<file path="src/rtl/spi_xfer_arbiter_pkg.sv">
// spi_arb_pkg: shared state encoding, default width and clog2 helper for the SPI transfer arbiter
package spi_arb_pkg;
    typedef enum logic [1:0] {IDLE = 2'd0, LAUNCH = 2'd1, WAIT = 2'd2, RESP = 2'd3} arb_state_e;
    localparam int DEF_DATA_W = 32;
    function automatic int clog2(input int v);
        int r;
        r = 0;
        while ((1 << r) < v) r++;
        return r;
    endfunction
endpackage

</file>
<file path="src/rtl/spi_xfer_arbiter_if.sv">
// spi_xfer_arbiter_if: requester, response and SPI-top signals of the transfer arbiter
interface spi_xfer_arbiter_if import spi_arb_pkg::*; #(
    parameter int NUM_REQ = 4,
    parameter int DATA_W = DEF_DATA_W
);
    localparam int IW = clog2(NUM_REQ);
    logic [NUM_REQ-1:0] req_valid;
    logic [NUM_REQ*DATA_W-1:0] req_data;
    logic [NUM_REQ-1:0] req_ready;
    logic [NUM_REQ-1:0] rsp_valid;
    logic [DATA_W-1:0] rsp_data;
    logic rsp_err;
    logic busy;
    logic [IW-1:0] grant_id;
    logic spi_trigger;
    logic [DATA_W-1:0] spi_din;
    logic [DATA_W-1:0] spi_dout;
    logic spi_done;
    modport slave (
        input req_valid, req_data, spi_dout, spi_done,
        output req_ready, rsp_valid, rsp_data, rsp_err, busy, grant_id, spi_trigger, spi_din
    );
    modport master (
        output req_valid, req_data, spi_dout, spi_done,
        input req_ready, rsp_valid, rsp_data, rsp_err, busy, grant_id, spi_trigger, spi_din
    );
endinterface

</file>
<file path="src/rtl/spi_xfer_arbiter_rr_picker.sv">
// spi_rr_picker: round-robin winner select by rotate, lowest-index priority encode, un-rotate
module spi_rr_picker import spi_arb_pkg::*; #(
    parameter int NUM_REQ = 4,
    localparam int IW = clog2(NUM_REQ)
) (
    input  logic [NUM_REQ-1:0] req,
    input  logic [IW-1:0]      ptr,
    output logic               any_req,
    output logic [IW-1:0]      winner
);
    logic [NUM_REQ-1:0] rot;
    logic [IW-1:0] idx;
    logic [IW:0] sum;
    assign rot = NUM_REQ'({req, req} >> ptr);
    assign any_req = |req;
    always_comb begin
        idx = '0;
        for (int i = NUM_REQ - 1; i >= 0; i--) idx = rot[i] ? IW'(i) : idx;
    end
    assign sum = {1'b0, idx} + {1'b0, ptr};
    assign winner = (sum >= (IW+1)'(NUM_REQ)) ? IW'(sum - (IW+1)'(NUM_REQ)) : sum[IW-1:0];
endmodule

</file>
<file path="src/rtl/spi_xfer_arbiter.sv">
// spi_xfer_arbiter: round-robin owner of one SPI top link, launches a transfer and returns its word or a timeout error
module spi_xfer_arbiter import spi_arb_pkg::*; #(
    parameter int NUM_REQ = 4,
    parameter int DATA_W = DEF_DATA_W,
    parameter int TIMEOUT = 1023
) (
    input logic clk,
    input logic rst_n,
    spi_xfer_arbiter_if.slave bus
);
    localparam int IW = clog2(NUM_REQ);
    localparam int CW = clog2(TIMEOUT + 1);
    localparam logic [1:0] ST_IDLE = IDLE;
    localparam logic [1:0] ST_LAUNCH = LAUNCH;
    localparam logic [1:0] ST_WAIT = WAIT;
    localparam logic [1:0] ST_RESP = RESP;
    logic [1:0] state;
    logic [IW-1:0] ptr, gid, win, next_ptr;
    logic [CW-1:0] cnt;
    logic [DATA_W-1:0] din_q, rdata_q;
    logic err_q, any, accept;
    spi_rr_picker #(.NUM_REQ(NUM_REQ)) u_pick (
        .req(bus.req_valid),
        .ptr(ptr),
        .any_req(any),
        .winner(win)
    );
    assign accept = rst_n && (state == ST_IDLE) && any;
    assign next_ptr = (gid == IW'(NUM_REQ - 1)) ? '0 : gid + 1'b1;
    always_ff @(posedge clk) begin
        if (!rst_n) begin
            state <= ST_IDLE;
            ptr <= '0;
            cnt <= '0;
            gid <= '0;
            din_q <= '0;
            rdata_q <= '0;
            err_q <= 1'b0;
        end else begin
            case (state)
                ST_IDLE: if (any) begin
                    din_q <= bus.req_data[win*DATA_W +: DATA_W];
                    gid <= win;
                    state <= ST_LAUNCH;
                end
                ST_LAUNCH: begin
                    cnt <= '0;
                    state <= ST_WAIT;
                end
                ST_WAIT: if (bus.spi_done) begin
                    rdata_q <= bus.spi_dout;
                    err_q <= 1'b0;
                    state <= ST_RESP;
                end else if (cnt == CW'(TIMEOUT)) begin
                    rdata_q <= '0;
                    err_q <= 1'b1;
                    state <= ST_RESP;
                end else begin
                    cnt <= cnt + 1'b1;
                end
                default: begin
                    ptr <= next_ptr;
                    state <= ST_IDLE;
                end
            endcase
        end
    end
    assign bus.req_ready = accept ? (NUM_REQ'(1) << win) : '0;
    assign bus.rsp_valid = (state == ST_RESP) ? (NUM_REQ'(1) << gid) : '0;
    assign bus.rsp_data = rdata_q;
    assign bus.rsp_err = err_q;
    assign bus.busy = state != ST_IDLE;
    assign bus.grant_id = gid;
    assign bus.spi_trigger = state == ST_LAUNCH;
    assign bus.spi_din = din_q;
endmodule
</file>
<file path="src/flat_wrapper.sv">
// flat-port wrapper written by rule: the top's interface ports become plain ports
module spi_xfer_arbiter_flat import spi_arb_pkg::*;
#(
    parameter int NUM_REQ = 4,
    parameter int DATA_W = DEF_DATA_W,
    parameter int TIMEOUT = 1023
)
  (clk, rst_n, bus_req_valid, bus_req_data, bus_spi_dout, bus_spi_done, bus_req_ready, bus_rsp_valid, bus_rsp_data, bus_rsp_err, bus_busy, bus_grant_id, bus_spi_trigger, bus_spi_din);
  spi_xfer_arbiter_if #(.NUM_REQ(NUM_REQ), .DATA_W(DATA_W)) bus_i ();
  input logic clk;
  input logic rst_n;
  input wire logic [$bits(bus_i.req_valid)-1:0] bus_req_valid;
  input wire logic [$bits(bus_i.req_data)-1:0] bus_req_data;
  input wire logic [$bits(bus_i.spi_dout)-1:0] bus_spi_dout;
  input wire logic [$bits(bus_i.spi_done)-1:0] bus_spi_done;
  output wire logic [$bits(bus_i.req_ready)-1:0] bus_req_ready;
  output wire logic [$bits(bus_i.rsp_valid)-1:0] bus_rsp_valid;
  output wire logic [$bits(bus_i.rsp_data)-1:0] bus_rsp_data;
  output wire logic [$bits(bus_i.rsp_err)-1:0] bus_rsp_err;
  output wire logic [$bits(bus_i.busy)-1:0] bus_busy;
  output wire logic [$bits(bus_i.grant_id)-1:0] bus_grant_id;
  output wire logic [$bits(bus_i.spi_trigger)-1:0] bus_spi_trigger;
  output wire logic [$bits(bus_i.spi_din)-1:0] bus_spi_din;
  assign bus_i.req_valid = bus_req_valid;
  assign bus_i.req_data = bus_req_data;
  assign bus_i.spi_dout = bus_spi_dout;
  assign bus_i.spi_done = bus_spi_done;
  assign bus_req_ready = bus_i.req_ready;
  assign bus_rsp_valid = bus_i.rsp_valid;
  assign bus_rsp_data = bus_i.rsp_data;
  assign bus_rsp_err = bus_i.rsp_err;
  assign bus_busy = bus_i.busy;
  assign bus_grant_id = bus_i.grant_id;
  assign bus_spi_trigger = bus_i.spi_trigger;
  assign bus_spi_din = bus_i.spi_din;
  spi_xfer_arbiter #(.NUM_REQ(NUM_REQ), .DATA_W(DATA_W), .TIMEOUT(TIMEOUT)) u_core (.clk(clk), .rst_n(rst_n), .bus(bus_i));
endmodule
</file>
<file path="config.mk">
export PLATFORM = sky130hd
export DESIGN_NAME = spi_xfer_arbiter_flat
export DESIGN_NICKNAME = d
export VERILOG_FILES = /design/src/rtl/spi_xfer_arbiter_pkg.sv /design/src/rtl/spi_xfer_arbiter_if.sv /design/src/rtl/spi_xfer_arbiter_rr_picker.sv /design/src/rtl/spi_xfer_arbiter.sv /design/src/flat_wrapper.sv
export SDC_FILE = /design/constraint.sdc
export NUM_CORES = 1
export LEC_CHECK = 0
export CORE_MARGIN = 1.5
export CORE_UTILIZATION = 41
export CTS_BUF_LIST = sky130_fd_sc_hd__clkbuf_8
export CTS_CLUSTER_SIZE = 10
export DETAILED_ROUTE_END_ITERATION = 7
export GPL_ROUTABILITY_DRIVEN = 0
export GPL_TIMING_DRIVEN = 0
export HOLD_SLACK_MARGIN = 0.05
export PLACE_DENSITY = 0.84
export SYNTH_ARGS = -nofsm -noshare
export SYNTH_HDL_FRONTEND = slang
export SYNTH_SLANG_ARGS = --single-unit
</file>
<file path="constraint.sdc">
create_clock -name clk -period 3.32 [get_ports clk]
set_input_delay 0.664 -clock clk [delete_from_list [all_inputs] [get_ports clk]]
set_output_delay 0.664 -clock clk [all_outputs]
set_load 0.02 [all_outputs]
</file>
## Yosys cells after proc, flatten, opt, wreduce, memory -nomap -nowiden

Index checks and enable logic that the tools add are counted.

| word-level totals | value |
|---|---|
| bits of input ports | 167 |
| word-level logic and storage cells | 56 |
| register bits after elaboration | 81 |

| cells by class | value |
|---|---|
| eq/ne operators | 9 |
| reductions and logical operators | 12 |
| add/subtract/negate cells | 4 |
| order comparisons | 1 |
| multiplexer cells | 19 |
| shift-type cells | 4 |

Operator list:

| cell | number |
|---|---|
| 128-bit by 8-bit variable part select with 32-bit output | 1 |
| 32-bit 2-to-1 mux | 2 |
| 10-bit 2-to-1 mux | 2 |
| 10-bit case mux with 2 select lines | 1 |
| 2-bit 2-to-1 mux | 9 |
| 10-bit by 1-bit adder with 10-bit output, second input constant | 1 |
| 10-bit == test, second input constant | 1 |
| 4-bit 2-to-1 mux | 2 |
| 1-bit by 2-bit << shifter with 4-bit output, first input constant | 2 |
| 8-bit by 2-bit >> shifter with 4-bit output | 1 |
| 2-bit == test, second input constant | 3 |
| 2-bit case mux with 3 select lines | 1 |
| 2-bit AND reduction | 3 |
| 2-bit nonzero test | 3 |
| 2-bit inequality test, second input constant | 2 |
| 4-bit OR reduction | 1 |
| 2-bit by 2-bit adder with 3-bit output | 1 |
| 3-bit >= comparator, second input constant | 1 |
| 3-bit by 2-bit inequality test with 1-bit output, second input constant | 1 |
| 3-bit AND reduction | 1 |
| 3-bit OR reduction | 1 |
| 2-bit by 1-bit adder with 2-bit output, second input constant | 1 |
| 2-bit by 1-bit == test with 1-bit output, second input constant | 1 |
| 1-bit logical AND | 2 |
| 4 further kinds | 5 |

## Depth between registers and ports, before layout

| depth | value |
|---|---|
| depth after elaboration | 10 |
| gate-level depth with buffers | 11 |
| gate-level depth less buffers | 9 |

## Hierarchy

Synthesis repeated with hierarchy kept, for this count alone.

| unflattened totals | value |
|---|---|
| cell total of the unflattened synthesis | 399 |
| area total of the unflattened synthesis | 4030.1 sq um |

By module, submodules not included:

| module | area each (sq um) | cells an instance | times used | sequential area each (sq um) |
|---|---|---|---|---|
| spi_xfer_arbiter | 3851.2 | 372 | 1 | 1621.6 |
| spi_rr_picker | 178.9 | 27 | 1 | 0.0 |

## Worst setup path after synthesis

No wires, ideal clock.

| timing path | value |
|---|---|
| kind | input port to output port |
| start point | input bus_req_valid[2] |
| end point | output bus_req_ready[0] |
| buffers on the path | 4 |
| arrival time | 2.691 ns |
| path slack | -0.035 ns |
| cell stages on the path | 8 |
| cells stage by stage | buf_6 > or4_1 > o211ai_1 > ha_1 > clkbuf_1 > buf_2 > clkbuf_1 > nor3b_1 |

| on the way | value |
|---|---|
| word-level cells in the longest chain between the ends | 10 |

Ends and longest elaborated chain:

| element | RTL line | RTL |
|---|---|---|
| from (decl) | flat_wrapper.sv:12 | `input wire logic [$bits(bus_i.req_valid)-1:0] bus_req_valid;` |
| 8-bit by 2-bit >> shifter with 4-bit output (*) | spi_xfer_arbiter_rr_picker.sv:14 | `assign rot = NUM_REQ'({req, req} >> ptr);` |
| 2-bit 2-to-1 mux (3 in series) | spi_xfer_arbiter_rr_picker.sv:18 | `for (int i = NUM_REQ - 1; i >= 0; i--) idx = rot[i] ? IW'(i) : idx;` |
| 2-bit 2-to-1 mux (*) | spi_xfer_arbiter_rr_picker.sv:18 |  |
| 2-bit by 2-bit adder with 3-bit output (*) | spi_xfer_arbiter_rr_picker.sv:20 | `assign sum = {1'b0, idx} + {1'b0, ptr};` |
| named net u_core.u_pick.sum[0] | spi_xfer_arbiter_rr_picker.sv:13 | `logic [IW:0] sum;` |
| 3-bit >= comparator or 2-bit by 1-bit subtractor with 2-bit output (tied branches) | spi_xfer_arbiter_rr_picker.sv:21 | `assign winner = (sum >= (IW+1)'(NUM_REQ)) ? IW'(sum - (IW+1)'(NUM_REQ)) : sum[IW-1:0];` |
| 2-bit 2-to-1 mux (*) | spi_xfer_arbiter_rr_picker.sv:21 |  |
| 1-bit by 2-bit << shifter with 4-bit output (*) | spi_xfer_arbiter.sv:68 | `assign bus.req_ready = accept ? (NUM_REQ'(1) << win) : '0;` |
| 4-bit 2-to-1 mux (*) | spi_xfer_arbiter.sv:68 |  |
| to (decl) | flat_wrapper.sv:16 | `output wire logic [$bits(bus_i.req_ready)-1:0] bus_req_ready;` |

Mark *: on every way through the listed nets, which the timed path passes. The rest lies on a longest branch.

## Final worst setup path

| timing path | value |
|---|---|
| start point | register u_core.ptr[0] |
| end point | output bus_req_ready[0] |

| on the way | value |
|---|---|
| word-level cells in the longest chain between the ends | 10 |

Ends and longest elaborated chain:

| element | RTL line | RTL |
|---|---|---|
| from (decl) | spi_xfer_arbiter.sv:18 | `logic [IW-1:0] ptr, gid, win, next_ptr;` |
| from (signal assigned) | spi_xfer_arbiter.sv:62 | `ptr <= next_ptr;` |
| 8-bit by 2-bit >> shifter with 4-bit output | spi_xfer_arbiter_rr_picker.sv:14 |  |
| 2-bit 2-to-1 mux (4 in series) | spi_xfer_arbiter_rr_picker.sv:18 |  |
| 2-bit by 2-bit adder with 3-bit output (*) | spi_xfer_arbiter_rr_picker.sv:20 |  |
| 3-bit >= comparator or 2-bit by 1-bit subtractor with 2-bit output (tied branches) | spi_xfer_arbiter_rr_picker.sv:21 |  |
| 2-bit 2-to-1 mux (*) | spi_xfer_arbiter_rr_picker.sv:21 |  |
| 1-bit by 2-bit << shifter with 4-bit output (*) | spi_xfer_arbiter.sv:68 |  |
| 4-bit 2-to-1 mux (*) | spi_xfer_arbiter.sv:68 |  |

Mark *: on every way between the ends. The rest lies on a longest branch, timed or not.

==> report_table.html <==
<table>
<tr><th>Metric</th><th>Value</th></tr>
<tr><th colspan="2">Setup path</th></tr>
<tr><td>Worst-case reg-to-reg path depth</td><td>9</td></tr>
<tr><td>Kind of start point of the critical path</td><td>flop</td></tr>
<tr><td>Critical path fanouts, max</td><td>10</td></tr>
<tr><td>Critical path capture point type</td><td>output pin</td></tr>
<tr><td>Setup slack of the most critical reg-to-reg path</td><td>0.37 ns</td></tr>
<tr><td>Start-to-end type of the worst setup path</td><td>flop to output pin</td></tr>
<tr><td>Data arrival time of the worst path</td><td>2.55 ns</td></tr>
<tr><td>Capturing point of the worst reg2reg path</td><td>u_core.bus.spi_din[24]</td></tr>
<tr><td>Critical path data required time</td><td>2.66 ns</td></tr>
<tr><td>Source of the worst register-to-register timing path</td><td>u_core.ptr[0]</td></tr>
<tr><th colspan="2">Layout</th></tr>
<tr><td>Antenna Diode Count</td><td>0</td></tr>
<tr><td>Non-filler instance count after layout</td><td>873</td></tr>
<tr><td>Area overhead of the layout relative to synthesis</td><td>61.48%</td></tr>
<tr><td>Ratio of cells with drive above 1 in the final layout</td><td>19.24%</td></tr>
<tr><td>Top library cells by usage in the layout, fill and taps aside</td><td>235 x clkdlybuf4s50_1, 80 x dfxtp_1, 64 x mux2_2</td></tr>
<tr><td>Most frequent standard cell in the layout excluding fill and tap cells</td><td>clkdlybuf4s50_1</td></tr>
<tr><td>Filler cell count in the final layout</td><td>840</td></tr>
<tr><td>Post-layout nets</td><td>906</td></tr>
<tr><td>Combined area of the multi-input logic cells</td><td>2785 sq um</td></tr>
<tr><td>Final design instance area without fill</td><td>7486 sq um</td></tr>
<tr><td>FF/Latch Area</td><td>1623 sq um</td></tr>
<tr><th colspan="2">Yosys</th></tr>
<tr><td>Net count after synthesis</td><td>652</td></tr>
<tr><td>Largest family of logic cells by synthesized area</td><td>compound AO/OA/AOI/OAI gates</td></tr>
<tr><td>Synthesized-area fraction occupied by ao, oa, aoi and oai cells</td><td>27.10%</td></tr>
<tr><td>Top area cells in the synthesized netlist</td><td>dfxtp_1 35%, mux2_2 16%, a221oi_1 10%</td></tr>
<tr><td>Synthesized-area fraction occupied by and/or/nand/nor cells</td><td>11.01%</td></tr>
<tr><td>Post-synthesis xor/xnor area fraction</td><td>1.673%</td></tr>
<tr><td>Instance count of the mapped netlist</td><td>474</td></tr>
<tr><td>Post-Synthesis Mean Instance Area</td><td>9.780 sq um</td></tr>
<tr><td>Post-synthesis cell area</td><td>4636 sq um</td></tr>
<tr><td>Cell variety after synth</td><td>45</td></tr>
<tr><td>Yosys warning total</td><td>0</td></tr>
<tr><td>Cell accounting for the most synthesized area</td><td>dfxtp_1</td></tr>
<tr><td>Post-synthesis sequential element count</td><td>81</td></tr>
<tr><td>Yosys top cell area share</td><td>34.98%</td></tr>
<tr><td>Proportion of synthesized area in mux cells</td><td>16.19%</td></tr>
<tr><td>Arithmetic-cell share of the synthesized area counting full adders, half adders and majority gates</td><td>2.969%</td></tr>
<tr><td>Seq/Total Area, Yosys</td><td>34.98%</td></tr>
<tr><th colspan="2">Worst hold path</th></tr>
<tr><td>Worst hold-check path type</td><td>flop to flop</td></tr>
<tr><td>Worst Min Path Start</td><td>u_core.bus.spi_din[19]</td></tr>
<tr><td>Worst Hold Depth</td><td>2</td></tr>
<tr><td>Worst hold endpoint</td><td>u_core.bus.spi_din[19]</td></tr>
<tr><th colspan="2">Run</th></tr>
<tr><td>Reported max-cap violation count</td><td>0</td></tr>
<tr><th colspan="2">Floorplan</th></tr>
<tr><td>Die Outline Area</td><td>11,950 sq um</td></tr>
<tr><td>Die X-Extent</td><td>109.3 um</td></tr>
<tr><td>Core footprint</td><td>10,940 sq um</td></tr>
<tr><td>Initial core utilization</td><td>42.39%</td></tr>
<tr><td>Die boundary height</td><td>109.3 um</td></tr>
<tr><td>Number of primary I/O pins</td><td>244</td></tr>
<tr><td>Rows</td><td>38</td></tr>
<tr><th colspan="2">Place</th></tr>
<tr><td>Placed Cells</td><td>856</td></tr>
<tr><td>Total half-perimeter wirelength after legalization and detailed placement</td><td>12,510 um</td></tr>
<tr><td>Area after DPL</td><td>7243 sq um</td></tr>
<tr><td>Number of buffers added on ports</td><td>242</td></tr>
<tr><th colspan="2">Route</th></tr>
<tr><td>Via density per instance</td><td>5.723</td></tr>
<tr><td>Final routed DRC violation total</td><td>0</td></tr>
<tr><td>Total routed wirelength</td><td>16,210 um</td></tr>
<tr><td>Wire length per cell</td><td>18.57 um</td></tr>
<tr><td>DRC marker count from the first detailed-route iteration</td><td>315</td></tr>
<tr><td>Number of nets with antenna violations after detailed routing</td><td>0</td></tr>
<tr><td>First-pass DRT Iterations</td><td>5</td></tr>
<tr><td>Total vias in the final route</td><td>4,996</td></tr>
<tr><th colspan="2">STA</th></tr>
<tr><td>Worst setup skew after layout</td><td>0.01165 ns</td></tr>
<tr><td>Achievable Freq</td><td>311.3 MHz</td></tr>
<tr><td>Slew headroom</td><td>48.64%</td></tr>
<tr><td>RSZ-0062 raised after global routing</td><td>yes</td></tr>
<tr><td>Number of setup violations in the final report</td><td>0</td></tr>
<tr><td>Count of pins over their slew limit</td><td>0</td></tr>
<tr><td>TNS Setup</td><td>0 ns</td></tr>
<tr><td>Worst Hold Margin</td><td>0.4523 ns</td></tr>
<tr><td>Total count of hold-check failures in the final report</td><td>0</td></tr>
<tr><td>Final worst path period need</td><td>3.212 ns</td></tr>
<tr><td>Fin crit share</td><td>96.76%</td></tr>
<tr><td>Worst slew pin tran</td><td>0.7638 ns</td></tr>
<tr><th colspan="2">Global routing</th></tr>
<tr><td>GRT Total Usage</td><td>26.58%</td></tr>
<tr><td>Via count of the first global-routing pass</td><td>5,029</td></tr>
<tr><td>Antenna violations before repair</td><td>0</td></tr>
<tr><td>Residual overflow from global routing</td><td>0</td></tr>
<tr><td>Global-route wire length before repair</td><td>24,620 um</td></tr>
<tr><td>Pin count of the biggest net entering global routing</td><td>16</td></tr>
<tr><th colspan="2">CTS</th></tr>
<tr><td>Clock Path Buffers</td><td>2</td></tr>
<tr><td>Clock-pin slew on the worst setup and hold paths</td><td>0.09 ns</td></tr>
<tr><td>Hold buffers post-CTS</td><td>0</td></tr>
<tr><td>Clock buffer count from CTS</td><td>9</td></tr>
<tr><td>Htree depth</td><td>3</td></tr>
<tr><td>TritonCTS clock tree</td><td>built</td></tr>
<tr><td>Clock Latency Late Sink</td><td>0.36 ns</td></tr>
<tr><td>Clock root buffer master</td><td>clkbuf_8</td></tr>
<tr><td>CTS Sinks</td><td>81</td></tr>
<tr><th colspan="2">Power</th></tr>
<tr><td>Lkg Pwr</td><td>2.781 nW</td></tr>
<tr><td>Final total power</td><td>4.677 mW</td></tr>
<tr><td>VDD IR-drop max</td><td>0.0003004 V</td></tr>
<tr><td>Power density over cell area</td><td>624.8 nW/um^2</td></tr>
<tr><th colspan="2">Outcome</th></tr>
<tr><td>Run status</td><td>finished, final reports clean</td></tr>
</table>
per-stage QoR:
step | util [%] | setup WS, ns
CTS | 68.55 | -0.05034
floorplan | - | 0.01978
detailed placement | 66.24 | -1.450
global placement | 66.24 | -1.372
finish | 68.46 | 0.1077
global route | 68.46 | -0.009474
metal layers:
metal | global-route usage, % | part of all wire (%) | up-vias
met5 | 0 | 0 | -
met4 | 11.60 | 2.5 | 0
met3 | 7.469 | 10 | 31
met2 | 47.91 | 49 | 256
met1 | 28.85 | 38 | 2373
li1 | - | - | 2336
critical path, cell delays in order, from the launching register on:
cell and delay (ns):
dfxtp_2 0.35, buf_4 0.16, or4_1 0.52, o211ai_1 0.16, ha_4 0.21, xor2_4 0.23, xnor2_4 0.17, nor3b_2 0.23
buf_4 0.17
synth_stat cells (all sizes together):
cell / n
and2: 7
buf: 26
nand2: 45
a31oi: 1
and4: 1
a221oi: 65
or4: 1
o31ai: 1
nand4: 2
mux2i: 3
xnor2: 2
dfxtp: 81
o31a: 1
xor2: 6
a21oi: 6
or3: 1
nor3: 3
ha: 11
nor4b: 1
clkbuf: 17
nor2: 19
inv: 8
o311a: 2
o21ai: 40
nor3b: 2
mux2: 64
o311ai: 1
nand2b: 1
nand3: 9
nor2b: 7
and3: 2
o2111ai: 1
nor4: 1
a22o: 32
or2: 1
o211ai: 3
flip-flops by register name, summed over array words and instances, names as in the netlist:
name                 flops
u_core.cnt              10
u_core.bus.rsp_err       1
u_core.ptr               2
u_core.state             2
u_core.bus.spi_din      32
u_core.bus.grant_id      2
u_core.bus.rsp_data     32
cell families (layout without fill, tap and decap cells):
family	Yosys count	after routing
compound gates	153	153
simple gates	103	103
flops	81	81
mux	67	67
buf+inv	51	310
fa+ha+maj	11	11
xor+xnor	8	8
report_power, final:
part / switching, mW / internal [mW] / total, mW
Clock: 0.403 / 0.356 / 0.759
Combinational: 1.32 / 1.23 / 2.55
Sequential: 0.151 / 1.22 / 1.37
Total: 1.87 / 2.81 / 4.68
worst max-delay path by stage:
stage,start,endpoint
6_report,u_core.ptr[0],bus_req_ready[0]
5_1_grt,u_core.ptr[0],bus_req_ready[0]
4_1_cts,bus_req_valid[1],bus_req_ready[1]
3_5_place_dp,bus_req_valid[0],bus_req_ready[1]
3_3_place_gp,bus_req_valid[0],bus_req_ready[1]
2_1_floorplan,bus_req_valid[2],bus_req_ready[3]
cell type report:
| type | instances | area share (%) |
|---|---|---|
| clock inverter | 7 | 1.036 |
| tap | 140 | 2.340 |
| clock buffer | 9 | 1.655 |
| sequential | 81 | 21.68 |
| timing repair buffer | 244 | 32.12 |
| buffer | 42 | 3.560 |
| multi-input combinational | 342 | 37.21 |
| inverter | 8 | 0.4011 |
what timing repair did:
| action | in CTS | in global routing |
|---|---|---|
| pin swaps | 0 | 2 |
| setup buffers | 0 | 2 |
| resized for setup | 33 | 12 |
| gates cloned | 0 | 0 |
| setup endpoints to repair | 36 | 4 |
Power figures use the tool's default switching activity.
